==> src/rtl/fir_sample_driver_if.sv <==
`default_nettype none
//============================================================================
// fir_sample_driver_if : sample stream, FIR run/busy and result stream bundle
// Rev 1.0
//============================================================================
interface fir_sample_driver_if #(
    parameter int DATA_W = 16
);
    logic              in_valid;
    logic [DATA_W-1:0] in_data;
    logic              in_ready;
    logic              fir_run;
    logic [DATA_W-1:0] fir_sample;
    logic              fir_busy;
    logic [DATA_W-1:0] fir_result;
    logic              out_valid;
    logic [DATA_W-1:0] out_data;
    logic              out_ready;

    // master is the driver side; slave is the environment (source, filter, sink)
    modport master (
        input  in_valid, in_data,
        output in_ready,
        output fir_run, fir_sample,
        input  fir_busy, fir_result,
        output out_valid, out_data,
        input  out_ready
    );

    modport slave (
        output in_valid, in_data,
        input  in_ready,
        input  fir_run, fir_sample,
        output fir_busy, fir_result,
        input  out_valid, out_data,
        output out_ready
    );
endinterface
`default_nettype wire

==> src/rtl/fir_sample_driver.sv <==
`default_nettype none
//============================================================================
// fir_sample_driver : one-at-a-time FIR run/busy initiator with result FIFO
// Rev 1.0
//============================================================================
module fir_sample_driver #(
    parameter int DATA_W         = 16,
    parameter int FIFO_DEPTH     = 4,
    parameter int TIMEOUT_CYCLES = 16
) (
    input  wire logic           clk,
    input  wire logic           rst_n,
    fir_sample_driver_if.master bus,
    output logic                err_timeout,
    input  wire logic           err_clr
);
    localparam int c_AW = $clog2(FIFO_DEPTH);
    localparam int c_CW = $clog2(TIMEOUT_CYCLES) + 1;

    localparam logic [1:0] c_IDLE  = 2'd0;
    localparam logic [1:0] c_ISSUE = 2'd1;
    localparam logic [1:0] c_WAIT  = 2'd2;

    localparam logic [c_CW-1:0] c_CNT_LAST = c_CW'(TIMEOUT_CYCLES - 1);
    localparam logic [c_AW:0]   c_FULL     = (c_AW + 1)'(FIFO_DEPTH);

    logic [1:0]        r_state;
    logic [c_CW-1:0]   r_wait_cnt;
    logic [DATA_W-1:0] r_sample;
    logic              r_err;

    logic [DATA_W-1:0] r_mem [FIFO_DEPTH];
    logic [c_AW-1:0]   r_wr_ptr;
    logic [c_AW-1:0]   r_rd_ptr;
    logic [c_AW:0]     r_count;

    logic w_in_ready;
    logic w_accept;
    logic w_push;
    logic w_timeout;
    logic w_pop;

    // The ~fir_busy term keeps a filter that is still finishing after a reset
    // from being handed a new sample.
    always_comb begin
        w_in_ready = (r_state == c_IDLE) && (r_count < c_FULL) && !bus.fir_busy;
        w_accept   = bus.in_valid && w_in_ready;
        // busy is not yet meaningful in the first WAIT cycle (counter == 0)
        w_push     = (r_state == c_WAIT) && (r_wait_cnt != '0) && !bus.fir_busy;
        w_timeout  = (r_state == c_WAIT) && !w_push && (r_wait_cnt == c_CNT_LAST);
        w_pop      = (r_count != '0) && bus.out_ready;
    end

    always_ff @(posedge clk or negedge rst_n) begin
        if (!rst_n) begin
            r_state    <= c_IDLE;
            r_wait_cnt <= '0;
            r_sample   <= '0;
        end else begin
            case (r_state)
                c_IDLE: begin
                    if (w_accept) begin
                        r_sample <= bus.in_data;
                        r_state  <= c_ISSUE;
                    end
                end
                c_ISSUE: begin
                    r_wait_cnt <= '0;
                    r_state    <= c_WAIT;
                end
                c_WAIT: begin
                    r_wait_cnt <= r_wait_cnt + 1'b1;
                    if (w_push || w_timeout) begin
                        r_state <= c_IDLE;
                    end
                end
                default: r_state <= c_IDLE;
            endcase
        end
    end

    // Pointers wrap naturally because the depth is a power of two.
    always_ff @(posedge clk or negedge rst_n) begin
        if (!rst_n) begin
            r_wr_ptr <= '0;
            r_rd_ptr <= '0;
            r_count  <= '0;
            for (int i = 0; i < FIFO_DEPTH; i++) begin
                r_mem[i] <= '0;
            end
        end else begin
            if (w_push) begin
                r_mem[r_wr_ptr] <= bus.fir_result;
                r_wr_ptr        <= r_wr_ptr + 1'b1;
            end
            if (w_pop) begin
                r_rd_ptr <= r_rd_ptr + 1'b1;
            end
            case ({w_push, w_pop})
                2'b10:   r_count <= r_count + 1'b1;
                2'b01:   r_count <= r_count - 1'b1;
                default: r_count <= r_count;
            endcase
        end
    end

    // A timeout in the same cycle as err_clr leaves the flag set.
    always_ff @(posedge clk or negedge rst_n) begin
        if (!rst_n) begin
            r_err <= 1'b0;
        end else if (w_timeout) begin
            r_err <= 1'b1;
        end else if (err_clr) begin
            r_err <= 1'b0;
        end
    end

    assign bus.in_ready   = w_in_ready;
    assign bus.fir_run    = (r_state == c_ISSUE);
    assign bus.fir_sample = r_sample;
    assign bus.out_valid  = (r_count != '0);
    assign bus.out_data   = r_mem[r_rd_ptr];
    assign err_timeout    = r_err;

endmodule
`default_nettype wire
==> src/flat_wrapper.sv <==
// flat-port wrapper written by rule: the top's interface ports become plain ports
module fir_sample_driver_flat 
#(
    parameter int DATA_W         = 16,
    parameter int FIFO_DEPTH     = 4,
    parameter int TIMEOUT_CYCLES = 16
)
  (clk, rst_n, err_timeout, err_clr, bus_in_valid, bus_in_data, bus_in_ready, bus_fir_run, bus_fir_sample, bus_fir_busy, bus_fir_result, bus_out_valid, bus_out_data, bus_out_ready);
  fir_sample_driver_if #(.DATA_W(DATA_W)) bus_i ();
  input  wire logic clk;
  input  wire logic rst_n;
  output logic err_timeout;
  input  wire logic err_clr;
  input wire logic [$bits(bus_i.in_valid)-1:0] bus_in_valid;
  input wire logic [$bits(bus_i.in_data)-1:0] bus_in_data;
  output wire logic [$bits(bus_i.in_ready)-1:0] bus_in_ready;
  output wire logic [$bits(bus_i.fir_run)-1:0] bus_fir_run;
  output wire logic [$bits(bus_i.fir_sample)-1:0] bus_fir_sample;
  input wire logic [$bits(bus_i.fir_busy)-1:0] bus_fir_busy;
  input wire logic [$bits(bus_i.fir_result)-1:0] bus_fir_result;
  output wire logic [$bits(bus_i.out_valid)-1:0] bus_out_valid;
  output wire logic [$bits(bus_i.out_data)-1:0] bus_out_data;
  input wire logic [$bits(bus_i.out_ready)-1:0] bus_out_ready;
  assign bus_i.in_valid = bus_in_valid;
  assign bus_i.in_data = bus_in_data;
  assign bus_in_ready = bus_i.in_ready;
  assign bus_fir_run = bus_i.fir_run;
  assign bus_fir_sample = bus_i.fir_sample;
  assign bus_i.fir_busy = bus_fir_busy;
  assign bus_i.fir_result = bus_fir_result;
  assign bus_out_valid = bus_i.out_valid;
  assign bus_out_data = bus_i.out_data;
  assign bus_i.out_ready = bus_out_ready;
  fir_sample_driver #(.DATA_W(DATA_W), .FIFO_DEPTH(FIFO_DEPTH), .TIMEOUT_CYCLES(TIMEOUT_CYCLES)) u_core (.clk(clk), .rst_n(rst_n), .bus(bus_i), .err_timeout(err_timeout), .err_clr(err_clr));
endmodule
==> config.mk <==
export PLATFORM = sky130hd
export DESIGN_NAME = fir_sample_driver_flat
export DESIGN_NICKNAME = d
export VERILOG_FILES = /design/src/rtl/fir_sample_driver_if.sv /design/src/rtl/fir_sample_driver.sv /design/src/flat_wrapper.sv
export SDC_FILE = /design/constraint.sdc
export NUM_CORES = 1
export LEC_CHECK = 0
export CORE_ASPECT_RATIO = 1.75
export CORE_MARGIN = 10
export CORE_UTILIZATION = 63
export CTS_BUF_LIST = sky130_fd_sc_hd__clkbuf_16
export DETAILED_ROUTE_END_ITERATION = 10
export DONT_BUFFER_PORTS = 1
export PLACE_DENSITY = 0.88
export SYNTH_ARGS = -nofsm -noshare
export SYNTH_HDL_FRONTEND = slang
export SYNTH_SLANG_ARGS = --single-unit
==> constraint.sdc <==
create_clock -name clk -period 3.1 [get_ports clk]
set_input_delay 0.31 -clock clk [delete_from_list [all_inputs] [get_ports clk]]
set_output_delay 0.31 -clock clk [all_outputs]
set_load 0.03 [all_outputs]
==> run_results.csv <==
group,metric,value,unit
status,status,"completed",
placement,post_dp_cell_area,4527,sq um
placement,gp_congestion,0.8019,
setup_path,crit_end,"u_core.r_count[2]$_DFFE_PN0P_",
floorplan,die_y,132.2,microns
cts,cts.repair.resized,0,
sta,setup_viol,0,
cts,cts_setup_buffers,0,
floorplan,core_area,6957,sq um
cts,clk_path_buf_depth,2,
finish,syn_to_final_growth,7.709,%
setup_path,r2r_end,"u_core.r_count[2]$_DFFE_PN0P_",
cts,cts_max_level,3,
detailed_routing,wl_per_cell,23.52,microns
finish,final_cell_mix,"95 x dfrtp_1, 41 x mux2_2, 40 x mux2_4",
sta,final_hold_viol_count,0,
setup_path,r2r_slack,0.57,ns
sta,tightest_slew,0.8640,ns
detailed_routing,drt-met1-wl,3252,microns
yosys,synth_seq_cells,95,
yosys,synthesis.area,4528,sq um
finish,layout.area.seq,2377,sq um
finish,drive_gt1_share,41.72,%
cts,cts.sinks,95,
min_path,hp-class,"input port to flip-flop",
finish,final_common_cell,"dfrtp_1",
setup_path,crit_type,"flip-flop to flip-flop",
grt,grt_pass1_wl,14390,microns
finish,multi_input_area,1962,sq um
power,totalPowerFinal,4.528,mW
floorplan,die_width,84.09,microns
finish,fill_cells,455,
grt,antenna_found_initial,0,
sta,period_share,81.70,%
yosys,syn_avg_cell_area,16.06,sq um
floorplan,row_count,40,
yosys,syn-num-nets,333,
detailed_routing,finalWirelength,8798,microns
detailed_routing,drt_pre_antenna_iters,5,
finish,fin_area,4877,sq um
cts,postCtsHoldBufs,2,
sta,fin_setup_tns,0,ns
detailed_routing,drcViolationCount,0,
cts,clk_pin_slew,0.06,ns
cts,tritoncts,"built",
setup_path,timing.rr.start,"u_core.r_wait_cnt[0]$_DFFE_PN0P_",
yosys,ys.flop_type,"dfrtp_1",
power,ir_drop,0.6926,mV
sta,grt_setup_unrepaired,"no",
placement,io_buffers,0,
finish,nets,336,
floorplan,dieArea,11110,sq um
sta,period_minus_slack,2.533,ns
setup_path,crit_arrival,2.80,ns
grt,grt_start_max_net_pins,96,
detailed_routing,final_antenna_net_count,0,
detailed_routing,dr.max_layer_used,"met4",
job,drv_cap,0,
floorplan,initial_core_util,65.09,%
setup_path,cp-end-kind,"flip-flop",
detailed_routing,wl_met3,437,microns
cts,clock-root-buffer,"clkbuf_16",
sta,slew_headroom,42.40,%
grt,overflow,0,
detailed_routing,drtIter0Drc,148,
setup_path,cp-start-kind,"flip-flop",
detailed_routing,num_vias,2308,
grt,grt_util_all_layers,16.43,%
sta,max_freq,394.8,MHz
yosys,ys_types,37,
yosys,synthArstFlopShare,100.0,%
setup_path,crit_required,3.37,ns
power,leakagePower,2.374,nW
detailed_routing,vias_per_cell,6.171,
sta,finalClockSkew,0.006801,ns
setup_path,startpoint,"u_core.r_wait_cnt[0]$_DFFE_PN0P_",
cts,clk_latency,0.34,ns
placement,place.detailed.hpwl,5946,microns
yosys,synth_edf_count,0,
sta,final_max_slew_viol_count,0,
setup_path,ff2ff_path_depth,10,
cts,numCtsBuffers,9,
detailed_routing,wl_met2,4851,microns
setup_path,path_max_fanout,6,
floorplan,num_io_pins,74,
power,p_per_area,928.5,nW/um^2
finish,insertedDiodeCount,0,
yosys,ys_warn_count,0,
yosys,synthCells,282,
yosys,seq_area_frac_synth,52.50,%
grt,grt_pass1_vias,2644,
[through the flow]
step / hold slack (ns) / setup WS, ns / instances / util [%]
finish: 0.1129 / 0.5674 / 374 / 70.11
global route: 0.09861 / 0.3056 / 374 / 70.11
CTS: 0.1056 / 0.5558 / 374 / 70.11
detailed placement: 0.01732 / 0.5837 / 356 / 65.07
global placement: 0.01846 / 0.6359 / 356 / 65.07
floorplan: 0.01441 / 0.5704 / 282 / -
[worst min path at each step]
| stage | from | endpoint | slack [ns] | cells past startpoint |
|---|---|---|---|---|
| floorplan | rst_n | u_core.bus.fir_sample[0]$_DFFE_PN0P_ | 0.01 | 0 |
| global placement | rst_n | u_core.r_mem[25]$_DFFE_PN0P_ | 0.02 | 0 |
| detailed placement | rst_n | u_core.r_mem[41]$_DFFE_PN0P_ | 0.02 | 0 |
| CTS | bus_fir_result[12] | u_core.r_mem[60]$_DFFE_PN0P_ | 0.11 | 1 |
| global route | bus_in_data[10] | u_core.bus.fir_sample[10]$_DFFE_PN0P_ | 0.1 | 1 |
| finish | bus_fir_result[9] | u_core.r_mem[41]$_DFFE_PN0P_ | 0.11 | 1 |
[synth_stat cells, drive strengths merged (3+ instances only)]
library cell,n,area share (%)
nand3,8,2.0
buf,11,2.7
xor2,3,0.58
nand2,4,0.33
o21ai,7,0.77
inv,16,1.3
ha,12,3.3
mux2,81,23
dfrtp,95,53
or3,3,0.41
mux4,16,8.0
xnor2,3,0.58
[final cells by class]
cell class              instances  share of cell area (%)
clock inverters                 7                   1.796
flip-flops and latches         95                   48.74
well taps                      84                   2.155
inverters                      16                   1.231
multi-input cells             158                   40.23
repair buffers                  5                   1.231
clock buffers                   9                   4.618
[registers in the layout (all words and copies together), names as in the netlist]
signal	count
u_core.r_mem	64
u_core.r_wait_cnt	5
u_core.r_rd_ptr	2
u_core.r_wr_ptr	2
u_core.r_state	2
u_core.r_count	3
u_core.err_timeout	1
u_core.bus.fir_sample	16
[worst max-delay path: stages, from the launching register on]
cell,delay [ns]
dfrtp_1,0.40
inv_1,0.10
ha_1,0.16
or4b_4,0.56
nand2_1,0.19
ha_1,0.21
inv_1,0.06
fa_1,0.37
xor2_1,0.15
nor2_1,0.11
xor2_1,0.15
[where the power goes]
part	internal (mW)	total [mW]	leakage, nW	switching, mW
registers	1.58	2.10	1.26	0.516
logic	0.643	1.27	0.965	0.632
clock network	0.699	1.15	0.147	0.454
[routing by layer]
| layer | track usage (%) | vias up |
|---|---|---|
| met5 | 0 | - |
| met4 | 8.972 | 0 |
| met3 | 4.641 | 20 |
| met2 | 28.51 | 51 |
| met1 | 17.18 | 1218 |
| li1 | - | 1019 |
[kinds of logic after synthesis]
| group | count (synthesis) | share of synthesized area (%) |
|---|---|---|
| mux | 98 | 31.64 |
| fa+ha+maj | 13 | 3.758 |
| simple gates | 25 | 4.394 |
| buf+inv | 29 | 4.172 |
| xor+xnor | 6 | 1.161 |
| compound gates | 16 | 2.376 |
| flops | 95 | 52.50 |
No activity file was read; power rests on OpenSTA's default activity.
